<file path="src/rtl/puf_challenge_sequencer.sv">
// -----------------------------------------------------------------------------
// puf_challenge_sequencer
//
// Purpose
//   Drives a 16-stage arbiter PUF without manual challenge entry. A 16-bit
//   Fibonacci LFSR supplies the challenge. Each evaluation runs this sequence:
//   clear the arbiter, launch, let the race settle, then sample the
//   synchronised response. A challenge is evaluated several times. The
//   majority-voted bit, the ones-count and the challenge are then offered on
//   a valid/ready output. When the consumer accepts the response, the LFSR
//   advances by one step.
//
// Build option
//   PUF_SEQ_MAJORITY_EN : when defined, each challenge is evaluated VOTES
//                         times and majority-voted. When undefined, a single
//                         evaluation is made, so resp_bit is the sampled bit
//                         and resp_ones is 0 or 1.
//
// Parameters
//   RESET_CYCLES  : cycles the arbiter clear is held per evaluation (>= 1)
//   SETTLE_CYCLES : cycles after launch before sampling (>= 3)
//   VOTES         : evaluations per challenge, odd, 1..255
//
// Ports
//   clk            in   system clock
//   reset          in   synchronous active-low reset
//   start          in   begin evaluating the current challenge (IDLE only)
//   seed_load      in   load seed into LFSR (IDLE only, beats start)
//   seed           in   LFSR seed; zero maps to 16'hACE1
//   challenge      out  challenge to arbiter, equals LFSR state
//   arb_in         out  arbiter launch
//   arb_reset      out  arbiter clear, active-high
//   puf_out        in   arbiter response, asynchronous
//   busy           out  high outside IDLE
//   resp_valid     out  response available
//   resp_ready     in   consumer accepts response
//   resp_bit       out  voted response bit
//   resp_ones      out  number of evaluations that sampled 1
//   resp_challenge out  challenge belonging to the response
// -----------------------------------------------------------------------------
module puf_challenge_sequencer #(
   parameter int RESET_CYCLES  = 4,
   parameter int SETTLE_CYCLES = 8,
   parameter int VOTES         = 15
) (
   input  logic        clk,
   input  logic        reset,
   input  logic        start,
   input  logic        seed_load,
   input  logic [15:0] seed,
   output logic [0:15] challenge,
   output logic        arb_in,
   output logic        arb_reset,
   input  logic        puf_out,
   output logic        busy,
   output logic        resp_valid,
   input  logic        resp_ready,
   output logic        resp_bit,
   output logic [7:0]  resp_ones,
   output logic [0:15] resp_challenge
);

`ifdef PUF_SEQ_MAJORITY_EN
   localparam int EFF_VOTES = VOTES;
`else
   // Single evaluation. VOTES is still a parameter so both builds share
   // one interface.
   localparam int EFF_VOTES = (VOTES > 0) ? 1 : 1;
`endif

   localparam logic [15:0] LFSR_INIT   = 16'hACE1;
   localparam logic [7:0]  VOTES_LAST  = 8'(EFF_VOTES - 1);
   localparam logic [7:0]  VOTE_HALF   = 8'(EFF_VOTES / 2);
   localparam logic [15:0] CLEAR_LAST  = 16'(RESET_CYCLES - 1);
   localparam logic [15:0] SETTLE_LAST = 16'(SETTLE_CYCLES - 1);

   typedef enum logic [2:0] {
      ST_IDLE   = 3'd0,
      ST_CLEAR  = 3'd1,
      ST_LAUNCH = 3'd2,
      ST_SETTLE = 3'd3,
      ST_SAMPLE = 3'd4,
      ST_DONE   = 3'd5
   } state_t;

   // One LFSR step. x^16+x^14+x^13+x^11+1, shifting toward bit 15, with the
   // feedback entering bit 0.
   function automatic logic [15:0] lfsr_step(input logic [15:0] cur);
      return {cur[14:0], cur[15] ^ cur[13] ^ cur[12] ^ cur[10]};
   endfunction

   // A zero seed would lock the LFSR, so it is replaced by the init value.
   function automatic logic [15:0] seed_fix(input logic [15:0] sd);
      return (sd == 16'h0000) ? LFSR_INIT : sd;
   endfunction

   state_t      state_r;
   state_t      state_s;
   logic [15:0] timer_r;
   logic [7:0]  votes_r;
   logic [7:0]  ones_r;
   logic [15:0] lfsr_r;
   logic        sync1_r;
   logic        sync2_r;
   logic        handshake_s;
   logic        arb_reset_s;
   logic        arb_in_s;
   logic        busy_s;
   logic        arb_reset_r;
   logic        arb_in_r;
   logic        busy_r;
   logic        resp_valid_r;
   logic        resp_bit_r;
   logic [7:0]  resp_ones_r;
   logic [15:0] resp_challenge_r;

   // Next-state selection for the evaluation sequence.
   always_comb begin
      state_s = state_r;
      case (state_r)
         ST_IDLE: begin
            if (seed_load) begin
               state_s = ST_IDLE;
            end else if (start) begin
               state_s = ST_CLEAR;
            end else begin
               state_s = ST_IDLE;
            end
         end
         ST_CLEAR: begin
            if (timer_r == CLEAR_LAST) begin
               state_s = ST_LAUNCH;
            end else begin
               state_s = ST_CLEAR;
            end
         end
         ST_LAUNCH: begin
            state_s = ST_SETTLE;
         end
         ST_SETTLE: begin
            if (timer_r == SETTLE_LAST) begin
               state_s = ST_SAMPLE;
            end else begin
               state_s = ST_SETTLE;
            end
         end
         ST_SAMPLE: begin
            // votes_r counts completed samples, and this is the last one.
            if (votes_r == VOTES_LAST) begin
               state_s = ST_DONE;
            end else begin
               state_s = ST_CLEAR;
            end
         end
         ST_DONE: begin
            if (handshake_s) begin
               state_s = ST_IDLE;
            end else begin
               state_s = ST_DONE;
            end
         end
         default: begin
            state_s = ST_IDLE;
         end
      endcase
   end

   // Response handshake qualifier.
   always_comb begin
      handshake_s = 1'b0;
      if ((state_r == ST_DONE) && resp_valid_r && resp_ready) begin
         handshake_s = 1'b1;
      end else begin
         handshake_s = 1'b0;
      end
   end

   // Arbiter controls and busy, decoded from the next state so the
   // registered copies line up with the state register.
   always_comb begin
      arb_reset_s = 1'b1;
      arb_in_s    = 1'b0;
      busy_s      = 1'b0;
      case (state_s)
         ST_IDLE: begin
            arb_reset_s = 1'b1;
            arb_in_s    = 1'b0;
            busy_s      = 1'b0;
         end
         ST_CLEAR, ST_DONE: begin
            arb_reset_s = 1'b1;
            arb_in_s    = 1'b0;
            busy_s      = 1'b1;
         end
         ST_LAUNCH, ST_SETTLE, ST_SAMPLE: begin
            arb_reset_s = 1'b0;
            arb_in_s    = 1'b1;
            busy_s      = 1'b1;
         end
         default: begin
            arb_reset_s = 1'b1;
            arb_in_s    = 1'b0;
            busy_s      = 1'b0;
         end
      endcase
   end

   // State register plus the registered arbiter-facing outputs.
   always_ff @(posedge clk) begin
      if (!reset) begin
         state_r     <= ST_IDLE;
         arb_reset_r <= 1'b1;
         arb_in_r    <= 1'b0;
         busy_r      <= 1'b0;
      end else begin
         state_r     <= state_s;
         arb_reset_r <= arb_reset_s;
         arb_in_r    <= arb_in_s;
         busy_r      <= busy_s;
      end
   end

   // Per-state cycle timer. It restarts whenever the state changes.
   always_ff @(posedge clk) begin
      if (!reset) begin
         timer_r <= 16'd0;
      end else if (state_s != state_r) begin
         timer_r <= 16'd0;
      end else begin
         timer_r <= timer_r + 16'd1;
      end
   end

   // Two-flop synchroniser for the asynchronous arbiter response.
   always_ff @(posedge clk) begin
      if (!reset) begin
         sync1_r <= 1'b0;
         sync2_r <= 1'b0;
      end else begin
         sync1_r <= puf_out;
         sync2_r <= sync1_r;
      end
   end

   // Vote and ones counters. They are cleared when a run starts and bumped
   // once per sample.
   always_ff @(posedge clk) begin
      if (!reset) begin
         votes_r <= 8'd0;
         ones_r  <= 8'd0;
      end else if ((state_r == ST_IDLE) && (state_s == ST_CLEAR)) begin
         votes_r <= 8'd0;
         ones_r  <= 8'd0;
      end else if (state_r == ST_SAMPLE) begin
         votes_r <= votes_r + 8'd1;
         ones_r  <= ones_r + {7'd0, sync2_r};
      end else begin
         votes_r <= votes_r;
         ones_r  <= ones_r;
      end
   end

   // Challenge LFSR. It changes only on a seed load in IDLE or on an
   // accepted response.
   always_ff @(posedge clk) begin
      if (!reset) begin
         lfsr_r <= LFSR_INIT;
      end else if ((state_r == ST_IDLE) && seed_load) begin
         lfsr_r <= seed_fix(seed);
      end else if (handshake_s) begin
         lfsr_r <= lfsr_step(lfsr_r);
      end else begin
         lfsr_r <= lfsr_r;
      end
   end

   // Response registers. On the first DONE cycle they capture the final
   // counts, and then they hold. resp_valid drops on the handshake.
   always_ff @(posedge clk) begin
      if (!reset) begin
         resp_valid_r     <= 1'b0;
         resp_bit_r       <= 1'b0;
         resp_ones_r      <= 8'd0;
         resp_challenge_r <= 16'h0000;
      end else if ((state_r == ST_DONE) && !resp_valid_r) begin
         resp_valid_r     <= 1'b1;
         resp_bit_r       <= (ones_r > VOTE_HALF);
         resp_ones_r      <= ones_r;
         resp_challenge_r <= lfsr_r;
      end else if (handshake_s) begin
         resp_valid_r     <= 1'b0;
      end else begin
         resp_valid_r     <= resp_valid_r;
      end
   end

   assign challenge      = lfsr_r;
   assign arb_in         = arb_in_r;
   assign arb_reset      = arb_reset_r;
   assign busy           = busy_r;
   assign resp_valid     = resp_valid_r;
   assign resp_bit       = resp_bit_r;
   assign resp_ones      = resp_ones_r;
   assign resp_challenge = resp_challenge_r;

endmodule

</file>
<file path="config.mk">
export PLATFORM = sky130hd
export DESIGN_NAME = puf_challenge_sequencer
export DESIGN_NICKNAME = d
export VERILOG_FILES = /design/src/rtl/puf_challenge_sequencer.sv
export SDC_FILE = /design/constraint.sdc
export NUM_CORES = 1
export LEC_CHECK = 0
export CAP_MARGIN = 10
export CORE_ASPECT_RATIO = 0.5
export CORE_MARGIN = 2
export CORE_UTILIZATION = 56
export DETAILED_ROUTE_END_ITERATION = 8
export PLACE_DENSITY = 0.85
export REMOVE_ABC_BUFFERS = 1
export SYNTH_ARGS = -nofsm -noshare
export SYNTH_HDL_FRONTEND = slang
export SYNTH_SLANG_ARGS = --single-unit
</file>
<file path="constraint.sdc">
create_clock -name clk -period 3.2 [get_ports clk]
set_clock_uncertainty 0.05 [all_clocks]
set_input_delay 0.8 -clock clk [delete_from_list [all_inputs] [get_ports clk]]
set_output_delay 0.8 -clock clk [all_outputs]
set_load 0.05 [all_outputs]
</file>
==> results of run 1 <==
synthesized netlist by cell type, drive strengths merged (2+ instances only):
library cell	number
dfxtp	82
a21oi	5
nor4	8
xnor2	10
and4	3
buf	12
nand2b	2
nand3	15
nor3	8
mux2i	10
and3	2
o22ai	10
o21a	2
ha	5
nand2	75
clkbuf	7
a21boi	24
and2	3
o211a	9
nor3b	2
nor4b	2
o21ai	6
nand4	10
nor2	39
mux2	8
xor2	20
inv	9
power by group:
part / total, mW / switching, mW / internal [mW]
Combinational: 0.226 / 0.131 / 0.0947
Clock: 0.867 / 0.356 / 0.511
Sequential: 1.07 / 0.0294 / 1.04
path summary, 6_finish.rpt:
kind | startpoint | end | cells after the start
worst max-delay path | resp_valid | resp_valid | 1
worst min-delay path | resp_challenge[6] | resp_challenge[6] | 2
worst max register to register | state_r[0] | resp_challenge[11] | 5
worst min register to register | resp_challenge[6] | resp_challenge[6] | 2
cell families (layout without fill, tap and decap cells):
| kind of cell | Yosys count | in the layout | share of synthesized area (%) |
|---|---|---|---|
| adders and majority gates | 5 | 5 | 1.73 |
| xor gates and xnor gates | 30 | 30 | 7.28 |
| buffers and inverters | 28 | 91 | 3.92 |
| and+or+nand+nor | 172 | 172 | 22.9 |
| DFF | 82 | 82 | 45.5 |
| muxes | 18 | 18 | 5.27 |
| AOI/OAI and AO/OA | 63 | 63 | 13.4 |
flip-flops by register name, summed over array words and instances, names as in the netlist:
name	cells
state_r	3
arb_reset	1
sync1_r	1
sync2_r	1
resp_ones	8
busy	1
ones_r	8
challenge	16
resp_challenge	16
resp_valid	1
timer_r	16
arb_in	1
votes_r	8
resp_bit	1
placed cells by master, fill, tap and decap left out, types with 2 or more instances in the layout:
master / instances
clkbuf_1: 3
ha_1: 5
mux2i_1: 10
a21oi_1: 5
nor3_1: 8
o21a_1: 2
nor4_1: 8
nand3_1: 15
nand2b_1: 2
inv_1: 8
buf_4: 3
nor2_1: 34
xnor2_1: 10
dfxtp_1: 82
a21boi_0: 19
and2_1: 3
o22ai_1: 10
nand2_1: 75
o21ai_0: 5
o211a_1: 9
nor2_2: 4
and3_1: 2
nand4_1: 10
clkbuf_16: 9
a21boi_1: 5
xor2_1: 20
clkdlybuf4s50_1: 66
mux2_2: 8
nor4b_1: 2
and4_1: 3
stage by stage:
stage / cells / power [mW] / hold slack (ns)
2_1_floorplan: 379 / 1.22 / 0.362
3_3_place_gp: 536 / 1.31 / 0.366
3_5_place_dp: 536 / 1.32 / 0.394
4_1_cts: 549 / 2.18 / 0.404
5_1_grt: 549 / 2.25 / 0.422
6_report: 549 / 2.17 / 0.407
cell type report:
cell class,instances,share of cell area (%)
flip-flops and latches,82,36.2
multi-input cells,288,40.3
well taps,88,2.43
clock inverters,1,0.110
repair buffers,69,15.1
clock buffers,12,5.21
inverters,9,0.745
per-layer routing:
layer  up-vias  GRT usage, %
li1       1497             -
met1      1409          27.3
met2        71          41.3
met3        12          7.05
met4         0          8.26
met5         -             0
==> results.txt, run 1 <==
Status: completed
Ys flop type: dfxtp_1
Finished Core Util: 73.7%
DR DRC count: 0
Die Span X: 118 um
CP endpoint kind: primary output
IO Count: 67
1st-iter DRT viols: 182
CTS sink count: 82
Placed inst area: 4300 um^2
Reg area: 1640 um^2
Setup ws final: 0.714 ns
Row count: 20
Number of synthesized flops with an enable pin: 0
Worst stage delay on the critical path: 0.86 ns
Avg Synthesized Cell Area: 9.07 um^2
Area of the multi-input gates: 1830 um^2
Worst path top cell family by delay: buffers and inverters
Synthesized area: 3610 um^2
Fmax: 0.402 GHz
Post-Synthesis Cells: 398
Worst rel slew slack: 41.9%
Worst hold path type: reg -> reg
Share of layout cells above drive strength 1: 6.94%
Core box area: 6160 um^2
Arrival time worst endpoint: 1.64 ns
Initial antenna violation count: 0
Slowest-stage cell, CP: clkdlybuf4s50_1
Htree depth: 3
Initial Util: 58.6%
Grt ovf: 0
Metal-1 WL: 3540 um
Warnings from Yosys: 0
Die span in y: 60.8 um
Final Max Tran Viols: 0
Final period utilization: 77.7%
Synth unique cells: 45
Ant. Diodes: 0
Largest net degree at the start of global routing: 39
Slack of the worst reg-to-reg path: 0.99 ns
Area share of the largest cell type after synthesis: 45.5%
PD cells: 477 nW/um^2
Setup Viol. Count Final: 0
Area growth syn-to-layout: 25.7%
HPWL after detailed placement: 5400 um
Antenna Violating Nets Remaining: 0
Vias in the first global route: 2792
Hold buffers post-CTS: 0
Via density: 5.44
Leading area contributor after synthesis: dfxtp_1
Final WL: 7840 um
LEAKAGE: 1.70 nW
CTS Buf Count: 9
Worst skew pair latency: 0.33 ns
Async SR Flop Fraction: 0%
Number of synthesized register bits: 82
First-pass GRT wire length: 13000 um
Startpoint Class: flip-flop
RSZ-0062 raised after global routing: false
Crit path kind: reg -> out
Fin crit period: 2.49 ns
Nets@finish: 486
Post-CTS Setup Inserts: 0
Met2 wire length: 3800 um
Worst-path clk slew: 0.05 ns
CTS root buf: clkbuf_16
Worst vdd ir: 0.000276 V
Die ar.: 7140 um^2
Worst Path Required: 2.35 ns
1st-pass router iterations: 4
Post-synthesis sequential area ratio: 45.5%
Met3 routed WL: 396 um
CTS tree: done
Top post-synthesis cells by area: dfxtp_1 45%, nand2_1 7.8%, xor2_1 4.9%, a21boi_0 4.0%, nor2_1 3.5%
Worst Tran Pin Value: 0.871 ns
Fill count: 474
Fin Setup TNS: 0 ns
Max Used Layer: met4
Cts repair resizes: 0
Via count: 2989
CP cell instances: clkdlybuf4s50_1
Pre-CTS setup slack: 0.546 ns
Final Hold Viols: 0
Wirelength per Cell: 14.3 um
Clock buffer depth: 2
Max Cap Viol: 0
Cell area after layout: 4540 um^2
Critical Path Fanout Max: 7
GP Congestion: 0.845
CP Buf/Inv Count: 1
GRT Total Usage: 23.0%
Port bufs: 66
(Power assumes the default switching activity.)
==> run 2, diff against run 1 <==
- CORE_UTILIZATION: 56 -> 52
- PLACE_DENSITY: 0.85 -> 0.8
- clock period: 3.2 -> 2.5 ns (I/O delays scaled with it)
==> results.txt, run 2 (synthesis gave the netlist of run 1 again) <==
Wirelength per Cell: 13.7 um (was 14.3 um)
Flop pwr share: 48.8% (was 49.6%)
Commonest non-fill, non-tap cell in the layout: dfxtp_1 (unchanged)
R2R depth: 5 (unchanged)
Fin cells: 559 (was 549)
IO Count: 67 (unchanged)
Crit Reg-Reg Endpoint: challenge[5] (was resp_challenge[11])
Min-delay src: sync1_r (was resp_challenge[6])
Worst Tran Pin Value: 0.835 ns (was 0.871 ns)
Nets@finish: 493 (was 486)
Cts repair resizes: 0 (unchanged)
First-pass GRT wire length: 13000 um (about the same)
Dpl cells: 547 (was 536)
Sw Share: 24.1% (was 23.8%)
1st-pass router iterations: 5 (was 4)
Power, Total: 2.82 mW (was 2.17 mW)
Vias in the first global route: 2710 (was 2792)
Startpoint Class: flip-flop (unchanged)
Worst skew pair latency: 0.34 ns (was 0.33 ns)
CTS tree: done (unchanged)
Fin crit period: 2.31 ns
Internal power: 2.14 mW (was 1.65 mW)
Max Cap Viol: 0 (unchanged)
Post-CTS Setup Inserts: 0 (unchanged)
Setup Viol. Count Final: 0 (unchanged)
CTS sink count: 82 (unchanged)
Worst-path clk slew: 0.05 ns (about the same)
CP cell instances: clkdlybuf4s50_1 (unchanged)
GP Congestion: 0.825 (was 0.845)
Critical Path Fanout Max: 7 (unchanged)
CP Buf/Inv Count: 1 (unchanged)
Min-Delay Endpoint: sync2_r (was resp_challenge[6])
Worst Path Required: 1.82 ns (was 2.35 ns)
Worst path top cell family by delay: buffers and inverters (unchanged)
Area growth syn-to-layout: 27.5% (was 25.7%)
CP endpoint kind: primary output (unchanged)
CTS root buf: clkbuf_16 (unchanged)
Initial antenna violation count: 0 (unchanged)
Worst hold path type: reg -> reg (unchanged)
Slack of the worst reg-to-reg path: 0.52 ns (was 0.99 ns)
Arrival time worst endpoint: 1.64 ns (about the same)
Status: completed (unchanged)
HPWL after detailed placement: 5280 um (was 5400 um)
Final Max Tran Viols: 0 (unchanged)
Share of layout cells above drive strength 1: 8.57% (was 6.94%)
Cell area after layout: 4600 um^2 (was 4540 um^2)
Worst stage delay on the critical path: 0.85 ns (was 0.86 ns)
Crit path kind: reg -> out (unchanged)
Finished Core Util: 68.7% (was 73.7%)
Clock buffer depth: 2 (unchanged)
Antenna Violating Nets Remaining: 0 (unchanged)
CTS Buf Count: 9 (unchanged)
Htree depth: 3 (unchanged)
Worst hold slack: 0.380 ns (was 0.407 ns)
Grt ovf: 0 (unchanged)
Row count: 21 (was 20)
Fin Setup TNS: 0 ns (unchanged)
Final period utilization: 92.4%
Die span in y: 62.9 um (was 60.8 um)
Largest net degree at the start of global routing: 37 (was 39)
RR Startpoint: state_r[0] (unchanged)
Setup ws final: 0.190 ns (was 0.714 ns)
Initial Util: 53.9% (was 58.6%)
PD cells: 612 nW/um^2 (was 477 nW/um^2)
Fmax: 0.433 GHz
Ant. Diodes: 0 (unchanged)
Core box area: 6700 um^2 (was 6160 um^2)
Die ar.: 7660 um^2 (was 7140 um^2)
Die Span X: 122 um (was 118 um)
Port bufs: 66 (unchanged)
1st-iter DRT viols: 156 (was 182)
Net switching power: 0.677 mW (was 0.516 mW)
LEAKAGE: 1.73 nW (was 1.70 nW)
Hold buffers post-CTS: 0 (unchanged)
Worst vdd ir: 0.000394 V (was 0.000276 V)
Final Hold Viols: 0 (unchanged)
GRT Total Usage: 21.5% (was 23.0%)
Final WL: 7640 um (was 7840 um)
Pre-CTS setup slack: 0.149 ns (was 0.546 ns)
Placed inst area: 4350 um^2 (was 4300 um^2)
Worst rel slew slack: 44.3% (was 41.9%)
Via density: 5.28 (was 5.44)
Commonest cells after routing, fill and taps aside: 82 x dfxtp_1, 75 x nand2_1, 66 x clkdlybuf4s50_1 (unchanged)
Clock share of power: 40.8% (was 40.0%)
Logic pwr share: 10.4% (about the same)
Hold path depth: 1 (was 2)
RSZ-0062 raised after global routing: false (unchanged)
Via count: 2950 (was 2989)
Slowest-stage cell, CP: clkdlybuf4s50_1 (unchanged)
DR DRC count: 0 (unchanged)
run 2: metal layers:
| metal | up-vias | GRT usage [%] | wire, um |
|---|---|---|---|
| met1 | 1363 | 28.6 | 3750 |
| met2 | 72 | 33.2 | 3340 |
| met4 | 0 | 8.62 | 129 |
| met5 | - | 0 | 0 |
| li1 | 1504 | - | - |
| met3 | 11 | 5.75 | 419 |
run 2: final cells by class:
cell class	instances	area, um^2
Tap cell	92	115
Inverter	9	33.8
Clock buffer	11	243
Timing Repair Buffer	76	736
Clock inverter	1	5.00
Sequential cell	82	1640
Multi-Input combinational cell	288	1830
Fill cell	528	2100
run 2: power by group through the flow:
stage          clock network [mW]  registers [mW]  logic [mW]
2_1_floorplan                   0            1.47      0.0990
3_3_place_gp                    0            1.40       0.289
3_5_place_dp                    0            1.40       0.292
4_1_cts                      1.17            1.37       0.294
5_1_grt                      1.24            1.38       0.316
6_report                     1.15            1.37       0.293
run 2: worst max-delay path by stage:
stage	startpoint	to	slack [ns]	depth (start not counted)
floorplan	resp_valid	challenge[0]	0.49	5
global placement	resp_ready	challenge[4]	0.19	6
detailed placement	resp_ready	challenge[5]	0.15	6
CTS	resp_valid	resp_valid	0.18	1
global route	resp_valid	resp_valid	0.14	1
finish	resp_valid	resp_valid	0.19	1
run 2: worst register-to-register path, cell delays in order, from the launching register on:
cell and delay (ns):
dfxtp_1 0.69, nand3b_4 0.23, nor2_8 0.29, mux2_2 0.38, o22ai_1 0.13, nand2_1 0.08
==> run 3, diff against run 2 <==
- PLACE_DENSITY: 0.8 -> 0.91
- clock period: 2.5 -> 2.25 ns (I/O delays scaled with it)
==> results.txt, run 3 (synthesis gave the netlist of run 1 again) <==
Status: completed (unchanged)
Internal power: 2.60 mW (was 2.14 mW)
Final period utilization: 97.2%
Post-CTS Setup Inserts: 0 (unchanged)
Arrival time worst endpoint: 1.57 ns (was 1.64 ns)
Reg area: 1640 um^2 (unchanged)
Fmax: 0.457 GHz
PD cells: 720 nW/um^2 (was 612 nW/um^2)
Crit path kind: reg -> out (unchanged)
Clock buffer depth: 2 (unchanged)
Row count: 21 (unchanged)
CTS tree: done (unchanged)
GP Congestion: 0.805 (was 0.825)
Nets@finish: 497 (was 493)
Commonest non-fill, non-tap cell in the layout: dfxtp_1 (unchanged)
Via count: 3095 (was 2950)
Worst vdd ir: 0.000355 V (was 0.000394 V)
R2R depth: 6 (was 5)
Area of the multi-input gates: 1830 um^2 (unchanged)
Min-Delay Endpoint: sync2_r (unchanged)
Final Hold Viols: 0 (unchanged)
1st-iter DRT viols: 225 (was 156)
Grt ovf: 0 (unchanged)
Commonest cells after routing, fill and taps aside: 82 x dfxtp_1, 75 x nand2_1, 63 x clkdlybuf4s50_1 (was 82 x dfxtp_1, 75 x nand2_1, 66 x clkdlybuf4s50_1)
Worst Path Required: 1.64 ns (was 1.82 ns)
Fill count: 475 (was 528)
RR Startpoint: timer_r[0] (was state_r[0])
Clock share of power: 44.9% (was 40.8%)
Startpoint Class: flip-flop (unchanged)
Slack of the worst reg-to-reg path: 0.24 ns (was 0.52 ns)
Power, Total: 3.38 mW (was 2.82 mW)
Die span in y: 62.9 um (unchanged)
Crit Reg-Reg Endpoint: arb_reset (was challenge[5])
CTS Buf Count: 9 (unchanged)
Area growth syn-to-layout: 29.9% (was 27.5%)
Die ar.: 7660 um^2 (unchanged)
Largest net degree at the start of global routing: 32 (was 37)
CP cell instances: clkdlybuf4s50_1 (unchanged)
Final WL: 8310 um (was 7640 um)
Worst-path clk slew: 0.06 ns (was 0.05 ns)
Critical Path Fanout Max: 4 (was 7)
Slowest-stage cell, CP: clkdlybuf4s50_1 (unchanged)
Via density: 5.47 (was 5.28)
Ant. Diodes: 0 (unchanged)
Min-delay src: sync1_r (unchanged)
Htree depth: 3 (unchanged)
Die Span X: 122 um (unchanged)
Core box area: 6700 um^2 (unchanged)
Final Max Tran Viols: 0 (unchanged)
Initial antenna violation count: 0 (unchanged)
Max Cap Viol: 0 (unchanged)
Setup ws final: 0.0638 ns (was 0.190 ns)
Fin crit period: 2.19 ns
Worst Tran Pin Value: 0.522 ns (was 0.835 ns)
Logic pwr share: 10.1% (was 10.4%)
First-pass GRT wire length: 13900 um (was 13000 um)
Worst path top cell family by delay: buffers and inverters (unchanged)
CTS sink count: 82 (unchanged)
CP Buf/Inv Count: 1 (unchanged)
Share of layout cells above drive strength 1: 9.92% (was 8.57%)
Hold path depth: 1 (unchanged)
HPWL after detailed placement: 5660 um (was 5280 um)
Net switching power: 0.783 mW (was 0.677 mW)
Hold buffers post-CTS: 0 (unchanged)
Flop pwr share: 45.0% (was 48.8%)
Worst stage delay on the critical path: 0.84 ns (was 0.85 ns)
GRT Total Usage: 23.3% (was 21.5%)
Pre-CTS setup slack: -0.0196 ns (was 0.149 ns)
CTS root buf: clkbuf_16 (unchanged)
CP endpoint kind: primary output (unchanged)
DR DRC count: 0 (unchanged)
Sw Share: 23.2% (was 24.1%)
LEAKAGE: 1.79 nW (was 1.73 nW)
Worst skew pair latency: 0.34 ns (about the same)
Antenna Violating Nets Remaining: 0 (unchanged)
1st-pass router iterations: 4 (was 5)
RSZ-0062 raised after global routing: false (unchanged)
Vias in the first global route: 2929 (was 2710)
Worst rel slew slack: 65.1% (was 44.3%)
IO Count: 67 (unchanged)
Wirelength per Cell: 14.7 um (was 13.7 um)
Cts repair resizes: 1 (was 0)
Worst hold path type: reg -> reg (unchanged)
Initial Util: 53.9% (unchanged)
Setup Viol. Count Final: 0 (unchanged)
Port bufs: 66 (unchanged)
==> run 3: cell types whose count changed in the layout (fill, tap and decap cells not counted) <==
| cell | previous run | this run |
|---|---|---|
| buf_12 | 0 | 1 |
| buf_4 | 10 | 15 |
| bufinv_16 | 0 | 2 |
| clkbuf_1 | 1 | 3 |
| clkbuf_8 | 1 | 0 |
| clkdlybuf4s50_1 | 66 | 63 |
| dlygate4sd2_1 | 0 | 1 |
==> run 3: area by class of cell <==
type / count / area share, %
tap: 92 / 2.45
timing repair buffer: 80 / 16.5
multi-input combinational: 288 / 38.9
clock buffer: 12 / 5.04
sequential: 82 / 35.0
inverter: 9 / 0.720
clock inverter: 3 / 1.39
==> run 3: how the worst max path moves through the flow <==
stage,start,to,slack [ns],cells after the start
6_report,challenge[6],challenge[6],0.06,1
5_1_grt,challenge[0],challenge[0],0.005,1
4_1_cts,challenge[6],challenge[6],0.04,1
3_5_place_dp,resp_ready,challenge[14],-0.02,7
3_3_place_gp,resp_ready,challenge[12],0.04,7
2_1_floorplan,resp_valid,challenge[0],0.24,5
==> run 3: through the flow <==
stage | utilization [%] | setup TNS [ns] | hold WS [ns] | std cells | area, um^2
2_1_floorplan | - | 0 | 0.362 | 379 | 3500
3_3_place_gp | 65.5 | 0 | 0.365 | 551 | 4390
3_5_place_dp | 65.5 | -0.0336 | 0.379 | 551 | 4390
4_1_cts | 70.0 | 0 | 0.392 | 566 | 4690
5_1_grt | 70.0 | 0 | 0.416 | 566 | 4690
6_report | 70.0 | 0 | 0.400 | 566 | 4690
==> run 3: power by group through the flow <==
stage | Combinational, mW | Sequential [mW] | Clock (mW)
floorplan | 0.110 | 1.63 | 0
global placement | 0.332 | 1.55 | 0
detailed placement | 0.338 | 1.55 | 0
CTS | 0.343 | 1.52 | 1.54
global route | 0.365 | 1.53 | 1.60
finish | 0.343 | 1.52 | 1.52
==> run 3: per-layer routing <==
metal	GRT usage (%)	share of wire [%]
met5	0	0
met4	8.33	1.8
met3	8.67	6.7
met2	38.7	48
met1	27.6	44
